--- src/rtl/branch_predictor_if.sv ---
// ID-stage prediction request, MEM-stage resolution and predictor status outputs.
// The master side drives the pipeline inputs; the slave side is the predictor.
interface branch_predictor_if;
  logic [31:0] pc_id;
  logic        branch_early;
  logic        jump_early;
  logic [31:0] imm_id;
  logic        stall;
  logic        flush;
  logic        branch_resolved;
  logic        actual_taken;
  logic        pred_redirect;
  logic [31:0] pred_target;
  logic        jump_taken;
  logic        recover;
  logic [31:0] recover_pc;
  logic [15:0] branch_cnt;
  logic [15:0] mispred_cnt;

  modport master (
    output pc_id, branch_early, jump_early, imm_id, stall, flush, branch_resolved, actual_taken,
    input  pred_redirect, pred_target, jump_taken, recover, recover_pc, branch_cnt, mispred_cnt
  );

  modport slave (
    input  pc_id, branch_early, jump_early, imm_id, stall, flush, branch_resolved, actual_taken,
    output pred_redirect, pred_target, jump_taken, recover, recover_pc, branch_cnt, mispred_cnt
  );
endinterface

--- src/rtl/branch_predictor.sv ---
// Bimodal predictor: 16 two-bit counters indexed by pc[5:2], with EX/MEM tracking of
// predicted instructions so MEM-stage resolution can train the table and flag recovery.
module branch_predictor (
  input logic               clk,
  input logic               rst_n,
  branch_predictor_if.slave bus
);
  typedef struct packed {
    logic        valid;
    logic        is_branch;
    logic        pred;
    logic [3:0]  idx;
    logic [31:0] pc;
  } entry_t;

  logic [1:0]  pht_q [16];
  entry_t      ex_q, ex_d, mem_q, mem_d, id_entry;
  logic [3:0]  id_idx;
  logic        pred;
  logic        upd, mispred;
  logic [15:0] branch_cnt_q, mispred_cnt_q;

  assign id_idx = bus.pc_id[5:2];

  always_comb begin
    pred = 1'b0;
    if (!bus.stall && !bus.flush) begin
      pred = bus.jump_early | (bus.branch_early & pht_q[id_idx][1]);
    end
  end

  assign bus.pred_redirect = pred;
  assign bus.pred_target   = bus.pc_id + bus.imm_id;

  // JAL wins if both decode flags are ever set, so it never trains the table.
  always_comb begin
    id_entry.valid     = bus.branch_early | bus.jump_early;
    id_entry.is_branch = bus.branch_early & ~bus.jump_early;
    id_entry.pred      = pred;
    id_entry.idx       = id_idx;
    id_entry.pc        = bus.pc_id;
  end

  always_comb begin
    ex_d  = id_entry;
    mem_d = ex_q;
    if (bus.stall || bus.flush) ex_d = '0;
    if (bus.flush) mem_d = '0;
  end

  assign upd     = bus.branch_resolved & mem_q.valid & mem_q.is_branch;
  assign mispred = upd & (bus.actual_taken != mem_q.pred);

  assign bus.jump_taken  = mem_q.valid & mem_q.pred;
  assign bus.recover     = upd & mem_q.pred & ~bus.actual_taken;
  assign bus.recover_pc  = mem_q.pc + 32'd4;
  assign bus.branch_cnt  = branch_cnt_q;
  assign bus.mispred_cnt = mispred_cnt_q;

  always_ff @(posedge clk or negedge rst_n) begin
    if (!rst_n) begin
      for (int i = 0; i < 16; i++) pht_q[i] <= 2'b01;
      ex_q          <= '0;
      mem_q         <= '0;
      branch_cnt_q  <= '0;
      mispred_cnt_q <= '0;
    end else begin
      ex_q  <= ex_d;
      mem_q <= mem_d;
      if (upd) begin
        if (bus.actual_taken && pht_q[mem_q.idx] != 2'b11) begin
          pht_q[mem_q.idx] <= pht_q[mem_q.idx] + 2'd1;
        end else if (!bus.actual_taken && pht_q[mem_q.idx] != 2'b00) begin
          pht_q[mem_q.idx] <= pht_q[mem_q.idx] - 2'd1;
        end
        if (branch_cnt_q != 16'hFFFF) branch_cnt_q <= branch_cnt_q + 16'd1;
      end
      if (mispred && mispred_cnt_q != 16'hFFFF) mispred_cnt_q <= mispred_cnt_q + 16'd1;
    end
  end
endmodule

--- src/flat_wrapper.sv ---
// flat-port wrapper written by rule: the top's interface ports become plain ports
module branch_predictor_flat 
  (clk, rst_n, bus_pc_id, bus_branch_early, bus_jump_early, bus_imm_id, bus_stall, bus_flush, bus_branch_resolved, bus_actual_taken, bus_pred_redirect, bus_pred_target, bus_jump_taken, bus_recover, bus_recover_pc, bus_branch_cnt, bus_mispred_cnt);
  branch_predictor_if bus_i ();
  input logic clk;
  input logic rst_n;
  input wire logic [$bits(bus_i.pc_id)-1:0] bus_pc_id;
  input wire logic [$bits(bus_i.branch_early)-1:0] bus_branch_early;
  input wire logic [$bits(bus_i.jump_early)-1:0] bus_jump_early;
  input wire logic [$bits(bus_i.imm_id)-1:0] bus_imm_id;
  input wire logic [$bits(bus_i.stall)-1:0] bus_stall;
  input wire logic [$bits(bus_i.flush)-1:0] bus_flush;
  input wire logic [$bits(bus_i.branch_resolved)-1:0] bus_branch_resolved;
  input wire logic [$bits(bus_i.actual_taken)-1:0] bus_actual_taken;
  output wire logic [$bits(bus_i.pred_redirect)-1:0] bus_pred_redirect;
  output wire logic [$bits(bus_i.pred_target)-1:0] bus_pred_target;
  output wire logic [$bits(bus_i.jump_taken)-1:0] bus_jump_taken;
  output wire logic [$bits(bus_i.recover)-1:0] bus_recover;
  output wire logic [$bits(bus_i.recover_pc)-1:0] bus_recover_pc;
  output wire logic [$bits(bus_i.branch_cnt)-1:0] bus_branch_cnt;
  output wire logic [$bits(bus_i.mispred_cnt)-1:0] bus_mispred_cnt;
  assign bus_i.pc_id = bus_pc_id;
  assign bus_i.branch_early = bus_branch_early;
  assign bus_i.jump_early = bus_jump_early;
  assign bus_i.imm_id = bus_imm_id;
  assign bus_i.stall = bus_stall;
  assign bus_i.flush = bus_flush;
  assign bus_i.branch_resolved = bus_branch_resolved;
  assign bus_i.actual_taken = bus_actual_taken;
  assign bus_pred_redirect = bus_i.pred_redirect;
  assign bus_pred_target = bus_i.pred_target;
  assign bus_jump_taken = bus_i.jump_taken;
  assign bus_recover = bus_i.recover;
  assign bus_recover_pc = bus_i.recover_pc;
  assign bus_branch_cnt = bus_i.branch_cnt;
  assign bus_mispred_cnt = bus_i.mispred_cnt;
  branch_predictor u_core (.clk(clk), .rst_n(rst_n), .bus(bus_i));
endmodule
--- config.mk ---
export PLATFORM = sky130hd
export DESIGN_NAME = branch_predictor_flat
export DESIGN_NICKNAME = d
export VERILOG_FILES = /design/src/rtl/branch_predictor_if.sv /design/src/rtl/branch_predictor.sv /design/src/flat_wrapper.sv
export SDC_FILE = /design/constraint.sdc
export NUM_CORES = 1
export LEC_CHECK = 0
export ABC_AREA = 1
export CORE_UTILIZATION = 53
export DETAILED_ROUTE_END_ITERATION = 12
export PLACE_DENSITY_LB_ADDON = 0.05
export SLEW_MARGIN = 10
export SYNTH_ARGS = -nofsm -noshare
export SYNTH_HDL_FRONTEND = slang
export SYNTH_SLANG_ARGS = --single-unit
--- constraint.sdc ---
create_clock -name clk -period 3.33 [get_ports clk]
set_input_delay 0.666 -clock clk [delete_from_list [all_inputs] [get_ports clk]]
set_output_delay 0.666 -clock clk [all_outputs]
set_load 0.03 [all_outputs]
[Word level (Yosys, flattened, before mapping)]
Index checks and enable logic that the tools add are counted.
Widths: inputs -> output; s select.
Cells by class
  equal/unequal tests: 4
  reduce and logical (&&, ||, !) cells: 13
  order comparisons: 3
  muxes and demuxes: 15
  bitwise operators: 14
  $add $sub $neg: 6
Operator list (count)
  $mux 39: 2
  $bwmux 32: 2
  $mux 32: 2
  $add 16x1->16 const B: 2
  $add 32x3->32 const B: 1
  $add 32x32->32: 1
  $ne 16x16->1 const B: 2
  $bmux 2 s4: 2
  $ge 5x5->1 const B: 2
  $mux 2: 5
  $not 4->5: 2
  $and 1x1->1: 8
  $demux 2 s4: 1
  $logic_and 1x1->1: 5
  $lt 5x1->1 const B: 1
  $reduce_and 2->1: 2
  $reduce_bool 2->1: 2
  $logic_not 1->1: 3
  $add 2x1->2 const B: 1
  $ne 2x2->1 const B: 1
  $not 1->1: 2
  $or 1x1->1: 2
  $sub 2x1->2 const B: 1
  $logic_or 1x1->1: 1
  other kinds (2): 2
Storage, ports and cells
  logic and storage cells: 83
  register bits: 142
  output and inout port bits: 99

[Logic depth before layout (Yosys ltp)]
Gate-level depths: netlist (run 1).
  word-level depth: 8
  mapped depth: 19

[Least setup slack after synthesis (run 1)]
No wires, ideal clock.
  path kind: input to output
  start point: input bus_imm_id[0]
  end point: output bus_pred_target[12]
  data required time: 2.664 ns
  slack: 0.375 ns
  data arrival time: 2.289 ns
  stages: 9
  buffers on the path: 0
  cells stage by stage: ha_1 > fa_1 > nand3_1 > nand3_1 > nand2_1 > nand2_1 > nand2_1 > nand2_1 > xor2_1
Between the ends
  cells in the longest elaborated chain, start to end: 1
Ends and longest elaborated chain
  start, declared: RTL line flat_wrapper.sv:10  | input wire logic [$bits(bus_i.imm_id)-1:0] bus_imm_id;
  $add 32x32->32: RTL line branch_predictor.sv:33  | assign bus.pred_target = bus.pc_id + bus.imm_id;
  end, declared: RTL line flat_wrapper.sv:16  | output wire logic [$bits(bus_i.pred_target)-1:0] bus_pred_target;
Every way passes these cells.

[Worst setup path after layout (run 1)]
  start point: input bus_pc_id[2]
  end point: output bus_pred_target[21]
Between the ends
  cells in the longest elaborated chain, start to end: 1
Ends and longest elaborated chain
  start, declared: RTL line flat_wrapper.sv:7  | input wire logic [$bits(bus_i.pc_id)-1:0] bus_pc_id;
  $add 32x32->32: RTL line branch_predictor.sv:33
Every way passes these cells.

==> impl_metrics.yaml, run 1 <==
power_and_ir_drop:
  ir_worst_vdd_v: 0.000332
  powerDensity_nw_per_um2: 388
  power_mw: 4.57
  p_leak_nw: 6.05
timing:
  finalSetupViolCount: 0
  clock_skew_ns: 0.00923
  finalHoldViolCount: 0
  max_slew.worst_pin.slew_ns: 0.754
  relSlewSlack_pct: 49.7
  timing.final.crit_share_pct: 97.6
  max_freq_ghz: 0.308
  maxSlewViolCount: 0
  fin_crit_ns: 3.25
place:
  dpl.cell_count: 1716
  portBuffers: 170
  gp_congestion: 0.893
  hpwl_um: 18100
  dpl-instance-area_um2: 10900
grt:
  grt_start_max_net_pins: 59
  grt_use_total_pct: 27.5
  grt_overflow: 0
  antenna_found_initial: 0
  first_global_vias: 8068
  grt_pass1_wl_um: 38200
routing:
  first_pass_iters: 7
  drt-total-wl_um: 23500
  wl_per_cell_um: 13.4
  vias: 8651
  drc_errors: 0
  ant_nets: 0
  drtIter0Drc: 621
  avgViaCountPerCell: 4.94
floorplan:
  die_x_um: 132
  placementRows: 47
  io_pins: 171
  core_um2: 16600
  start_util_pct: 54.1
  dieArea_um2: 17500
  chipHeight_um: 132
clock_tree:
  cts_max_path_buffers: 2
  cts.sinks: 134
  clk_pin_slew_ns: 0.05
  ctsHoldBuffers: 0
  h-tree-depth: 4
  clock_latency_ns: 0.42
  numCtsBuffers: 17
  cts_tree: "yes"
  root_buffer: "clkbuf_16"
finish:
  design_area_um2: 11800
  register_area_um2: 3370
  layoutNonFillerInstCount: 1750
  fin_util_pct: 71.1
  drive_gt1_share_pct: 11.0
  area_growth_pct: 31.4
  antennaDiodeCount: 0
  nNetsFinal: 1629
  fillCellCount: 1426
  multi_input_area_um2: 4840
synthesis:
  netlist.top_cell.by_area: "dfrtp_1"
  synth_area_leaders: "dfrtp_1 33%, nand2_1 18%, inv_1 9.4%, nor2_1 7.3%, ha_1 5.4%"
  netlist.area_leader.share_pct: 32.9
  synth_nets: 1434
  syn_area_um2: 8970
  yosys_register_bits: 134
  synthTopCellsByCount: "440 x nand2_1, 225 x inv_1, 175 x nor2_1"
  yosysMostFrequentCell: "nand2_1"
  synth_edf_count: 0
  yosysWarnings: 0
  syn_avg_cell_area_um2: 6.79
  netlist_instances: 1322
  synth_top_flop_cell: "dfrtp_1"
  yosysSeqAreaShare_pct: 37.6
  synth_cell_types: 36
  async_flop_share_pct: 100
critical_path:
  r2r-start: "u_core.mem_q[32]$_DFF_PN0_"
  cp-start-kind: "input pin"
  endpoint_kind: "output pin"
  cp_max_fo: 3
  worstSetupPathType: "input pin to output pin"
  arrival_ns: 2.59
  crit_path_start: "bus_pc_id[2]"
  required_ns: 2.66
hold_path:
  hold_path_class: "input pin to async pin"
job:
  max-cap-violations: 0
run_status:
  run_status: "completed"
-- power by group --
part           switching (mW)  internal, mW  leakage, nW
sequential             0.0284          1.67         1.75
combinational           0.679         0.429         4.02
clock                   0.655          1.11        0.277
-- area by class of cell --
cell class / instances / share of cell area, %
sequential: 134 / 28.6
timing repair buffer: 197 / 15.8
clock buffer: 22 / 3.85
inverter: 230 / 7.37
multi-input combinational: 937 / 41.1
tap: 220 / 2.33
clock inverter: 10 / 0.902
-- layer usage --
layer	global-route usage (%)	up-vias	wire length, µm
met5	0	-	0
met4	6.33	0	244
met3	5.73	18	1570
met1	37.6	3933	10700
li1	-	4406	-
met2	44.8	294	11000
-- cell families (layout without fill, tap and decap cells) --
family | count (synthesis) | in the layout | synth area share, %
compound gates | 82 | 82 | 4.75
xor+xnor | 68 | 68 | 6.64
fa+ha+maj | 40 | 40 | 5.66
buf+inv | 251 | 459 | 11.2
flops | 134 | 134 | 37.6
simple gates | 747 | 747 | 34.2
-- cell usage in the layout (no fill, tap or decap), drive strengths merged, types with 16 or more instances in the layout --
| master | instances |
|---|---|
| a21oi | 21 |
| buf | 59 |
| clkbuf | 22 |
| clkdlybuf4s50 | 127 |
| dfrtp | 118 |
| dfstp | 16 |
| ha | 39 |
| inv | 227 |
| nand2 | 444 |
| nand3 | 77 |
| nor2 | 180 |
| nor3 | 28 |
| o21ai | 54 |
| xnor2 | 17 |
| xor2 | 51 |
-- worst max-delay path, stage by stage --
cell and delay [ns]:
clkdlybuf4s50_1 0.51, ha_1 0.26, or2_2 0.31, nand3_1 0.09
nand2_1 0.09, nand2_1 0.09, nand2_1 0.13, nand2_1 0.11
nand2_1 0.05, nand2_1 0.05, nand2_1 0.06, buf_4 0.17
-- timing repair --
action                                  in CTS  in global routing
hold endpoints to repair                     0                  0
endpoints found under the setup margin       5                 34
resized for setup                            2                 55
pin swaps                                    0                  4
buffers inserted                             0                  2
-- per-stage QoR --
stage / setup TNS [ns] / worst slack [ns] / hold slack (ns)
after floorplan: 0 / 0.375 / 0.370
after global placement: 0 / 0.00456 / 0.438
after detailed placement: -0.102 / -0.0342 / 0.444
after CTS: 0 / 0.0238 / 0.338
after global routing: -0.00189 / -0.00189 / 0.362
final: 0 / 0.0785 / 0.317
-- worst paths after layout --
| check | end | slack (ns) | cells past startpoint |
|---|---|---|---|
| max in group asynchronous | async pin | 2.23 | 2 |
| worst min-delay path | u_core.bus.branch_cnt[0]$_DFFE_PN0P_ | 0.32 | 1 |
| worst min register to register | u_core.mem_q[31]$_DFF_PN0_ | 0.45 | 2 |
| min in group clk | u_core.mem_q[31]$_DFF_PN0_ | 0.45 | 2 |
| worst max-delay path | bus_pred_target[21] | 0.08 | 12 |
| worst max register to register | u_core.pht_q[3]$_DFFE_PN0P_ | 0.57 | 15 |
No activity file was read; power rests on OpenSTA's default activity.
==> run 2, diff against run 1 <==
CORE_ASPECT_RATIO = 1.1   (was unset)
GPL_TIMING_DRIVEN = 0   (was unset)
==> impl_metrics.yaml, run 2 (same netlist as run 1, synthesis figures left out) <==
timing:
  clock_skew_ns: 0.00814
  max_slew.worst_pin.slew_ns: 0.710
  relSlewSlack_pct: 52.6
  max_freq_ghz: 0.309
  finalHoldViolCount: 0
  timing.final.crit_share_pct: 97.3
  finalSetupViolCount: 0
  fin_crit_ns: 3.24
  maxSlewViolCount: 0
routing:
  first_pass_iters: 5
  avgViaCountPerCell: 5.00
  wl_per_cell_um: 13.7
  drc_errors: 0
  vias: 8640
  drt-total-wl_um: 23700
  drtIter0Drc: 571
  ant_nets: 0
power_and_ir_drop:
  powerDensity_nw_per_um2: 400
  p_leak_nw: 6.06
  ir_worst_vdd_v: 0.000307
  power_mw: 4.76
critical_path:
  required_ns: 2.66
  endpoint_kind: "output pin"
  cp_max_fo: 4
  arrival_ns: 2.57
  ff2ff_path_depth: 14
  crit_path_start: "bus_pc_id[10]"
  worstSetupPathType: "input pin to output pin"
  r2r-start: "u_core.mem_q[32]$_DFF_PN0_"
  cp-start-kind: "input pin"
finish:
  final_cell_mix: "429 x nand2_1, 225 x inv_1, 169 x nor2_1"
  fillCellCount: 1351
  antennaDiodeCount: 0
  fin_util_pct: 72.4
  nNetsFinal: 1624
  drive_gt1_share_pct: 10.3
  final_common_cell: "nand2_1"
  area_growth_pct: 32.5
clock_tree:
  root_buffer: "clkbuf_16"
  cts.sinks: 134
  ctsHoldBuffers: 0
  numCtsBuffers: 17
  h-tree-depth: 4
  clk_pin_slew_ns: 0.06
  cts_max_path_buffers: 2
  clock_latency_ns: 0.41
  cts_tree: "yes"
run_status:
  run_status: "completed"
place:
  portBuffers: 169
  gp_congestion: 0.901
  hpwl_um: 18200
grt:
  antenna_found_initial: 0
  grt_start_max_net_pins: 79
  first_global_vias: 8293
  grt_pass1_wl_um: 38200
  grt_overflow: 0
  grt_use_total_pct: 27.3
floorplan:
  chipHeight_um: 138
  die_x_um: 126
  core_um2: 16400
  placementRows: 49
  start_util_pct: 54.6
  io_pins: 171
  dieArea_um2: 17500
hold_path:
  hold_path_class: "input pin to async pin"
job:
  max-cap-violations: 0
==> run 2: cell types whose count changed in the layout (fill, tap and decap cells not counted), sizes merged <==
cell,previous run,this run
buf,59,33
dlymetal6s2s,10,13
clkbuf,22,29
clkdlybuf4s50,127,115
inv,227,229
dlygate4sd2,1,18
clkdlybuf4s18,0,1
clkinvlp,2,3
clkdlybuf4s15,0,1
clkinv,9,8
bufinv,2,4
==> run 2: layer usage <==
layer  track usage [%]  wire [µm]
met5                 0          0
met4              9.96        549
met1              33.5      10100
met2              49.8      12100
met3              2.32        927
==> run 2: timing repair <==
action,CTS,global route
setup buffers,1,1
endpoints found under the setup margin,38,33
gates resized for setup,117,83
pin swaps,1,2
==> run 2: area by class of cell <==
type	instances	area, µm²	area share, %
Multi-Input combinational cell	937	4970	41.8
Sequential cell	134	3370	28.4
Timing Repair Buffer	172	1660	14.0
Inverter	230	870	7.31
Clock buffer	18	429	3.61
Tap cell	204	255	2.15
Clock inverter	14	200	1.68
Buffer	20	131	1.10
==> run 2: stage by stage <==
stage	TNS [ns]	area [µm²]	worst slack [ns]	hold WS, ns	instances
final	0	11900	0.0895	0.294	1729
after global routing	-0.0329	11900	-0.0140	0.359	1729
after CTS	-0.0373	11700	-0.0373	0.312	1729
after detailed placement	-13.75	11000	-0.705	0.444	1696
after global placement	-454.94	10900	-3.50	0.436	1695
after floorplan	0	8970	0.375	0.370	1322
==> run 2: worst max-delay path, cell delays in order <==
cell and delay (ns):
clkdlybuf4s50_1 0.55, ha_4 0.24, nand2_1 0.12, inv_1 0.07, nand2_1 0.09, inv_1 0.10
a21oi_1 0.18, nand2_2 0.13, nand2_1 0.10, nand2_1 0.05, nand2_1 0.05, nand2_1 0.05
clkbuf_4 0.17
==> run 2: power breakdown <==
| group | switching [mW] | leakage, nW | total (mW) | internal (mW) |
|---|---|---|---|---|
| registers | 0.0277 | 1.75 | 1.70 | 1.67 |
| logic | 0.681 | 4.01 | 1.09 | 0.409 |
| clock network | 0.716 | 0.299 | 1.98 | 1.26 |
==> run 2: path summary, 6_finish.rpt <==
check / slack (ns) / end
worst min register to register: 0.46 / u_core.mem_q[21]$_DFF_PN0_
worst min-delay path: 0.29 / u_core.pht_q[31]$_DFFE_PN0P_
max in group asynchronous: 2.30 / async pin
worst max register to register: 0.37 / u_core.pht_q[7]$_DFFE_PN0P_
min in group clk: 0.46 / u_core.mem_q[21]$_DFF_PN0_
worst max-delay path: 0.09 / bus_pred_target[30]
